<file path="src/rtl/prefetch_buffer.sv">
// Instruction prefetch buffer: fetches sequential words into a small FIFO,
// one request outstanding, with flush/redirect and in-flight drain.
//
// Parameter: DEPTH - FIFO entries (power of two, 2..16)
// Ports:
//   clk, rst_n          - clock, async active-low reset
//   flush, flush_addr   - redirect request and target address
//   pop                 - consumer takes the head entry
//   mem_req, mem_addr   - instruction memory read request / word address
//   mem_ack, mem_rdata  - memory response for the current request
//   instr_out, pc_out   - head-entry instruction / address (0 when empty)
//   valid_out           - head entry present
//   flush_count         - 16-bit saturating count of flush cycles
//                         (present only when PFB_PERF_CNT_EN is defined)
module prefetch_buffer #(
    parameter int DEPTH = 4
) (
    input  logic        clk,
    input  logic        rst_n,
    input  logic        flush,
    input  logic [31:0] flush_addr,
    input  logic        pop,
    output logic        mem_req,
    output logic [31:0] mem_addr,
    input  logic        mem_ack,
    input  logic [31:0] mem_rdata,
    output logic [31:0] instr_out,
    output logic [31:0] pc_out,
`ifdef PFB_PERF_CNT_EN
    output logic [15:0] flush_count,
`endif
    output logic        valid_out
);

    localparam int AW = $clog2(DEPTH);
    localparam int CW = AW + 1;
    localparam logic [CW-1:0] DEPTH_C = CW'(DEPTH);

    typedef enum logic [1:0] {
        IDLE,
        REQ,
        DRAIN
    } state_t;

    state_t        state_q, state_d;
    logic [31:0]   fetch_q, fetch_d;
    logic [31:0]   drain_q, drain_d;
    logic [CW-1:0] count_q;
    logic [CW-1:0] cnt_ap;
    logic [AW-1:0] rd_ptr, wr_ptr;
    logic [31:0]   addr_mem [DEPTH];
    logic [31:0]   data_mem [DEPTH];
    logic          pop_en;
    logic          push_en;

    assign pop_en  = pop && (count_q != '0) && !flush;
    assign push_en = (state_q == REQ) && mem_ack && !flush;
    // occupancy once this cycle's pop is taken into account
    assign cnt_ap  = count_q - CW'(pop_en);

    always_comb begin
        state_d = state_q;
        fetch_d = fetch_q;
        drain_d = drain_q;
        unique case (state_q)
            IDLE: begin
                if (!flush && (cnt_ap < DEPTH_C))
                    state_d = REQ;
            end
            REQ: begin
                if (flush) begin
                    // in-flight request must still complete; remember its address
                    state_d = mem_ack ? IDLE : DRAIN;
                    drain_d = fetch_q;
                end else if (mem_ack) begin
                    fetch_d = fetch_q + 32'd4;
                    state_d = ((cnt_ap + CW'(1)) < DEPTH_C) ? REQ : IDLE;
                end
            end
            DRAIN: begin
                if (mem_ack)
                    state_d = IDLE;
            end
            default: state_d = IDLE;
        endcase
        if (flush)
            fetch_d = {flush_addr[31:2], 2'b00};
    end

    always_ff @(posedge clk or negedge rst_n) begin
        if (!rst_n) begin
            state_q <= IDLE;
            fetch_q <= '0;
            drain_q <= '0;
            count_q <= '0;
            rd_ptr  <= '0;
            wr_ptr  <= '0;
        end else begin
            state_q <= state_d;
            fetch_q <= fetch_d;
            drain_q <= drain_d;
            if (flush) begin
                count_q <= '0;
                rd_ptr  <= '0;
                wr_ptr  <= '0;
            end else begin
                count_q <= count_q + CW'(push_en) - CW'(pop_en);
                if (push_en)
                    wr_ptr <= wr_ptr + AW'(1);
                if (pop_en)
                    rd_ptr <= rd_ptr + AW'(1);
            end
        end
    end

    always_ff @(posedge clk) begin
        if (push_en) begin
            addr_mem[wr_ptr] <= fetch_q;
            data_mem[wr_ptr] <= mem_rdata;
        end
    end

`ifdef PFB_PERF_CNT_EN
    always_ff @(posedge clk or negedge rst_n) begin
        if (!rst_n)
            flush_count <= '0;
        else if (flush && (flush_count != 16'hFFFF))
            flush_count <= flush_count + 16'd1;
    end
`endif

    assign mem_req   = (state_q != IDLE);
    assign mem_addr  = (state_q == DRAIN) ? drain_q : fetch_q;
    assign valid_out = (count_q != '0);
    assign instr_out = valid_out ? data_mem[rd_ptr] : '0;
    assign pc_out    = valid_out ? addr_mem[rd_ptr] : '0;

endmodule

</file>
<file path="config.mk">
export PLATFORM = sky130hd
export DESIGN_NAME = prefetch_buffer
export DESIGN_NICKNAME = d
export VERILOG_FILES = /design/src/rtl/prefetch_buffer.sv
export SDC_FILE = /design/constraint.sdc
export NUM_CORES = 1
export LEC_CHECK = 0
export ABC_AREA = 1
export BUFFER_PORTS_ARGS = -buffer_cell sky130_fd_sc_hd__buf_2
export CAP_MARGIN = 20
export CORE_MARGIN = 3
export CORE_UTILIZATION = 40
export CTS_CLUSTER_DIAMETER = 40
export CTS_CLUSTER_SIZE = 10
export DETAILED_ROUTE_END_ITERATION = 12
export PLACE_DENSITY = 0.72
export SKIP_LAST_GASP = 1
export SLEW_MARGIN = 40
export SYNTH_ARGS = -nofsm -noshare
export SYNTH_HDL_FRONTEND = slang
export SYNTH_SLANG_ARGS = --single-unit
</file>
<file path="constraint.sdc">
create_clock -name clk -period 4.2 [get_ports clk]
set_input_delay 0.84 -clock clk [delete_from_list [all_inputs] [get_ports clk]]
set_output_delay 0.84 -clock clk [all_outputs]
set_load 0.01 [all_outputs]
</file>
==> results of run 1 <==
critical path: cells and delay by family (launching register included):
kind            cells  cell delay [ns]
compound gates      2             0.38
buf+inv             3             1.03
flops               1             0.65
layout make-up:
cell class,count,area share (%)
antenna,1,0.0153
inverter,69,1.58
clock inverter,16,0.902
tap,448,3.43
multi-input combinational,878,24.6
timing repair buffer,178,6.26
sequential,317,56.1
clock buffer,57,7.16
state kept, by name (all words and copies together), names as in the netlist:
name / count
addr_mem: 120
count_q: 3
data_mem: 128
drain_q: 30
fetch_q: 30
rd_ptr: 2
state_q: 2
wr_ptr: 2
Yosys cell counts, types with 8 or more instances:
library cell    n  share of area [%]
buf_2          22               0.80
inv_2           8               0.22
nand3_1        33                1.2
edfxtp_1      248                 54
dfrtp_1        69                 13
inv_1          61                1.7
a21oi_1       101                3.7
o21ai_0       171                6.2
nor2_1        337                9.2
xor2_1          9               0.58
clkbuf_1       41                1.1
nand2_1       171                4.7
layer usage:
metal | routed length (um) | global-route usage (%) | part of all wire [%]
met1 | 14700 | 24.6 | 44
met2 | 15500 | 30.0 | 46
met3 | 2390 | 3.72 | 7.1
met4 | 836 | 5.50 | 2.5
met5 | 13 | 0 | 0.039
through the flow:
step	hold WS, ns	power, mW	setup WS (ns)	instances	area, um2
after floorplan	0.454	5.79	-0.0831	1335	13700
after global placement	0.468	6.91	1.29	1890	15000
after detailed placement	0.476	6.98	1.24	1890	15000
after CTS	0.369	10.4	0.675	1963	16400
after global routing	0.400	10.9	0.551	1963	16400
final	0.356	10.2	0.756	1964	16400
worst max path at each step:
stage                          start                         to  slack (ns)  cells past startpoint
5_1_grt        rd_ptr[0]$_DFFE_PN0P_               instr_out[9]        0.55                      5
3_5_place_dp   rd_ptr[0]$_DFFE_PN0P_                 pc_out[20]        1.24                      5
6_report       rd_ptr[0]$_DFFE_PN0P_                 pc_out[14]        0.76                      5
4_1_cts        rd_ptr[0]$_DFFE_PN0P_                 pc_out[20]        0.68                      5
3_3_place_gp   rd_ptr[0]$_DFFE_PN0P_                 pc_out[18]        1.29                      5
2_1_floorplan                mem_ack  addr_mem[0][10]$_DFFE_PP_       -0.08                      4
cell families after synthesis:
| group | synth area share (%) |
|---|---|
| adders and majority gates | 0.785 |
| buffers and inverters | 4.17 |
| and+or+nand+nor | 16.6 |
| xor gates and xnor gates | 0.639 |
| other | 0.0274 |
| DFF | 66.9 |
| AOI/OAI and AO/OA | 10.8 |
report_power, final:
group	leakage [nW]	switching [mW]	total (mW)	internal [mW]
Sequential	3.10	0.321	4.13	3.81
Clock	0.636	1.27	3.34	2.08
Combinational	2.75	1.86	2.77	0.912
Total	6.49	3.45	10.2	6.80
==> results.sh, run 1 <==
export IMPL_status="finished, final reports clean"
export IMPL_r2r_setup_slack_ns=1.69
export IMPL_grt_antenna_before_repair=1
export IMPL_crit_reg2reg_launch="count_q[1]$_DFF_PN0_"
export IMPL_cts_repair_resized=0
export IMPL_die_y_um=191
export IMPL_ys_seq_area_share_pct=66.9
export IMPL_layout_common_cells="nor2_1 (333), edfxtp_1 (248), o21ai_0 (171)"
export IMPL_cp_data_required_time_ns=3.36
export IMPL_yosysWarnings=0
export IMPL_cts_max_level=2
export IMPL_synthArstFlopShare_pct=21.8
export IMPL_first_pass_iters=5
export IMPL_synthDistinctLibCells=36
export IMPL_fillers=3017
export IMPL_drv_slew=0
export IMPL_fin_util_pct=48.7
export IMPL_first_global_vias=9729
export IMPL_drive_gt1_share_pct=18.0
export IMPL_rsz0062_at_grt="false"
export IMPL_worst_pin_slew_ns=0.684
export IMPL_fin_crit_sh_pct=82.0
export IMPL_nNetsFinal=1565
export IMPL_seq_area_mm2=0.00918
export IMPL_r2r_end="count_q[2]$_DFF_PN0_"
export IMPL_synth_area_mm2=0.0137
export IMPL_max_freq_mhz=290
export IMPL_place_congestion=0.880
export IMPL_vdd_drop_max_mv=0.466
export IMPL_ys_ff_latch=317
export IMPL_numCtsBuffers=44
export IMPL_worstPathCellList="inv_2 -> buf_4 -> o21ai_0 -> a21oi_1 -> buf_2"
export IMPL_initial_core_util_pct=40.8
export IMPL_multiInputGateArea_mm2=0.00402
export IMPL_synth_enable_flop_cells=248
export IMPL_ios=167
export IMPL_core_area_mm2=0.0336
export IMPL_post_cts_buffers=0
export IMPL_dp_hpwl_mm=20.5
export IMPL_hold_violations=0
export IMPL_clock_sinks=317
export IMPL_die_area_mm2=0.0365
export IMPL_cts_root_buffer="clkbuf_16"
export IMPL_setup_viol=0
export IMPL_fin_tns_setup_ns=0
export IMPL_finalWirelength_mm=33.4
export IMPL_r2r_cells=13
export IMPL_rows=67
export IMPL_io_buffers=160
export IMPL_leakage_nw=6.49
export IMPL_cts_max_path_buffers=3
export IMPL_vias=9941
export IMPL_p_per_area_mw_per_mm2=626
export IMPL_wl_per_cell_um=17.0
export IMPL_cts_tree="built"
export IMPL_syn_to_final_growth_pct=19.3
export IMPL_grt_first_pass_wirelength_mm=52.4
export IMPL_synth_ff_type="edfxtp_1"
export IMPL_ant_nets=0
export IMPL_syn_inst=1332
export IMPL_cp_slowest_cell="dfrtp_4"
export IMPL_via_per_inst=5.06
export IMPL_worstPathMaxFanout=37
export IMPL_critPathKind="reg2out"
export IMPL_grt_util_all_layers_pct=18.2
export IMPL_grt_max_degree=65
export IMPL_arrival_ns=2.60
export IMPL_clk_pin_slew_ns=0.05
export IMPL_hold_class="in2async"
export IMPL_drv_cap=0
export IMPL_layout_commonest_cell="nor2_1"
export IMPL_fin_worst_skew_ns=0.0112
export IMPL_relSlewSlack_pct=54.4
export IMPL_critPathLaunchType="flop"
export IMPL_ctsHoldBuffers=0
export IMPL_clk_latency_ns=0.52
export IMPL_drc=0
export IMPL_syn_area_per_cell_um2=10.3
export IMPL_critPathMaxStageDelay_ns=0.65
export IMPL_drtIter0Drc=781
export IMPL_die_w_um=191
export IMPL_grt_overflow=0
export IMPL_period_minus_slack_ns=3.44
export IMPL_worst_setup_path_end_kind="output port"
Note: power is estimated with default switching activity, not from simulation.
==> inputs of run 2 (changes only) <==
--- a/config.mk
+++ b/config.mk
@@ -13,7 +13,7 @@
 export CTS_CLUSTER_DIAMETER = 40
 export CTS_CLUSTER_SIZE = 10
 export DETAILED_ROUTE_END_ITERATION = 12
-export PLACE_DENSITY = 0.72
+export PLACE_DENSITY = 0.69
 export SKIP_LAST_GASP = 1
 export SLEW_MARGIN = 40
 export SYNTH_ARGS = -nofsm -noshare
==> constraint.sdc (replaced) <==
create_clock -name clk -period 3.5 [get_ports clk]
set_input_delay 0.7 -clock clk [delete_from_list [all_inputs] [get_ports clk]]
set_output_delay 0.7 -clock clk [all_outputs]
set_load 0.01 [all_outputs]
==> run 2 against run 1 <==
  * Critical path depth rose by 1
  * Hold slack got worse by 0.26 ns
  * Sequential share of layout area fell by 0.12 points
  * Core utilization rose by 0.10 points
  * Die area did not move
  * Critical path type unchanged
==> results.sh, run 2 (synthesis results as in run 1) <==
export IMPL_status="finished, final reports clean"
export IMPL_arrival_ns=2.45
export IMPL_grt_util_all_layers_pct=18.2
export IMPL_layout_commonest_cell="nor2_1"
export IMPL_drive_gt1_share_pct=18.0
export IMPL_p_per_area_mw_per_mm2=760
export IMPL_nNetsFinal=1567
export IMPL_first_pass_iters=6
export IMPL_worstPathMaxFanout=52
export IMPL_cts_repair_resized=0
export IMPL_via_per_inst=5.06
export IMPL_layout_common_cells="nor2_1 (333), edfxtp_1 (248), o21ai_0 (171)"
export IMPL_crit_top_cell="nor2_1"
export IMPL_cp_data_required_time_ns=2.80
export IMPL_clk_latency_ns=0.53
export IMPL_dr_wl_met2_mm=15.4
export IMPL_die_w_um=191
export IMPL_wl_per_cell_um=16.9
export IMPL_grt_first_pass_wirelength_mm=52.5
export IMPL_syn_to_final_growth_pct=19.6
export IMPL_cp_slowest_cell="dfrtp_4"
export IMPL_clock_sinks=317
export IMPL_dp_hpwl_mm=20.5
export IMPL_worst_pin_slew_ns=0.835
export IMPL_rows=67
export IMPL_worstPathCellList="buf_4 -> nor2_1 -> nor2_1 -> o21ai_0 -> a21oi_1 -> buf_2"
export IMPL_critPathKind="reg2out"
export IMPL_core_area_mm2=0.0336
export IMPL_hold_class="in2async"
export IMPL_place_congestion=0.917
export IMPL_ctsHoldBuffers=0
export IMPL_die_area_mm2=0.0365
export IMPL_placed_area_mm2=0.0150
export IMPL_cts_max_path_buffers=3
export IMPL_finalWirelength_mm=33.3
export IMPL_clk_pin_slew_ns=0.05
export IMPL_period_minus_slack_ns=3.15
export IMPL_ios=167
export IMPL_grt_overflow=0
export IMPL_setup_viol=0
export IMPL_vias=9947
export IMPL_numCtsBuffers=44
export IMPL_die_y_um=191
export IMPL_initial_core_util_pct=40.8
export IMPL_place_worst_setup_slack_ns=0.880
export IMPL_fillers=3003
export IMPL_grt_antenna_before_repair=2
export IMPL_fin_crit_sh_pct=90.1
export IMPL_max_freq_mhz=317
export IMPL_hold_violations=0
export IMPL_fin_worst_skew_ns=0.0159
export IMPL_drtIter0Drc=609
export IMPL_relSlewSlack_pct=44.3
export IMPL_ant_nets=0
export IMPL_largest_registers="data_mem x128, addr_mem x120"
export IMPL_first_global_vias=9770
export IMPL_largest_reg_flops=128
export IMPL_drc=0
export IMPL_leakage_nw=6.51
export IMPL_vdd_drop_max_mv=0.425
export IMPL_cts_root_buffer="clkbuf_16"
export IMPL_rsz0062_at_grt="false"
export IMPL_regMostFlops="data_mem"
export IMPL_setup_ws_ns=0.348
export IMPL_final_cell_area_mm2=0.0164
export IMPL_cts_max_level=2
export IMPL_wl_met3_mm=2.43
export IMPL_drv_cap=0
export IMPL_wl_met1_mm=14.3
export IMPL_cts_tree="built"
export IMPL_highest_layer="met5"
export IMPL_io_buffers=160
export IMPL_grt_max_degree=71
export IMPL_critPathLaunchType="flop"
export IMPL_holdWs_ns=0.0980
export IMPL_drv_slew=0
export IMPL_critPathMaxStageDelay_ns=0.51
export IMPL_worst_setup_path_end_kind="output port"
export IMPL_post_cts_buffers=0
run 2: cell type report:
type                    instances  area [um2]  area share, %
repair buffers                180        1010           6.18
multi-input cells             878        4020           24.5
clock inverters                17         199           1.21
well taps                     448         561           3.42
clock buffers                  55        1160           7.10
inverters                      69         259           1.58
flip-flops and latches        317        9180           56.0
diodes                          1        2.50         0.0153
run 2: per-layer routing:
layer | vias up | track usage [%]
met5 | - | 0
met4 | 4 | 6.49
met3 | 75 | 3.21
met2 | 343 | 29.9
met1 | 4705 | 24.5
li1 | 4820 | -
run 2: path summary, 6_finish.rpt:
| kind | slack, ns | cells after the start | end | start |
|---|---|---|---|---|
| max | 0.35 | 6 | pc_out[18] | rd_ptr[0]$_DFFE_PN0P_ |
| min | 0.1 | 1 | fetch_q[28]$_DFFE_PN0P_ | rst_n |
| max reg2reg | 1.12 | 10 | count_q[2]$_DFF_PN0_ | state_q[1]$_DFFE_PN0P_ |
| min reg2reg | 0.48 | 2 | drain_q[5]$_DFFE_PN0P_ | drain_q[5]$_DFFE_PN0P_ |
| max in group asynchronous | 2.67 | 2 | drain_q[6]$_DFFE_PN0P_ | rst_n |
| min in group clk | 0.37 | 2 | state_q[1]$_DFFE_PN0P_ | mem_ack |
run 2: worst max-delay path, delay by kind of cell, from the launching register on:
kind / cells / cell delay, ns
buffers and inverters: 2 / 0.71
flip-flops: 1 / 0.51
AND/OR/NAND/NOR: 2 / 0.24
AO/OA/AOI/OAI: 2 / 0.44
run 2: report_power, final:
group | internal (mW) | leakage [nW] | switching [mW]
clock network | 2.63 | 0.655 | 1.54
logic | 1.09 | 2.75 | 2.28
registers | 4.57 | 3.10 | 0.341
run 2: per-stage QoR:
stage               power, mW  util, %  setup TNS (ns)  instances
global placement         8.31     44.7               0       1892
floorplan                6.95        -         -159.49       1335
CTS                      12.6     48.8               0       1964
global route             13.2     48.8               0       1964
detailed placement       8.38     44.7               0       1892
finish                   12.5     48.8               0       1965
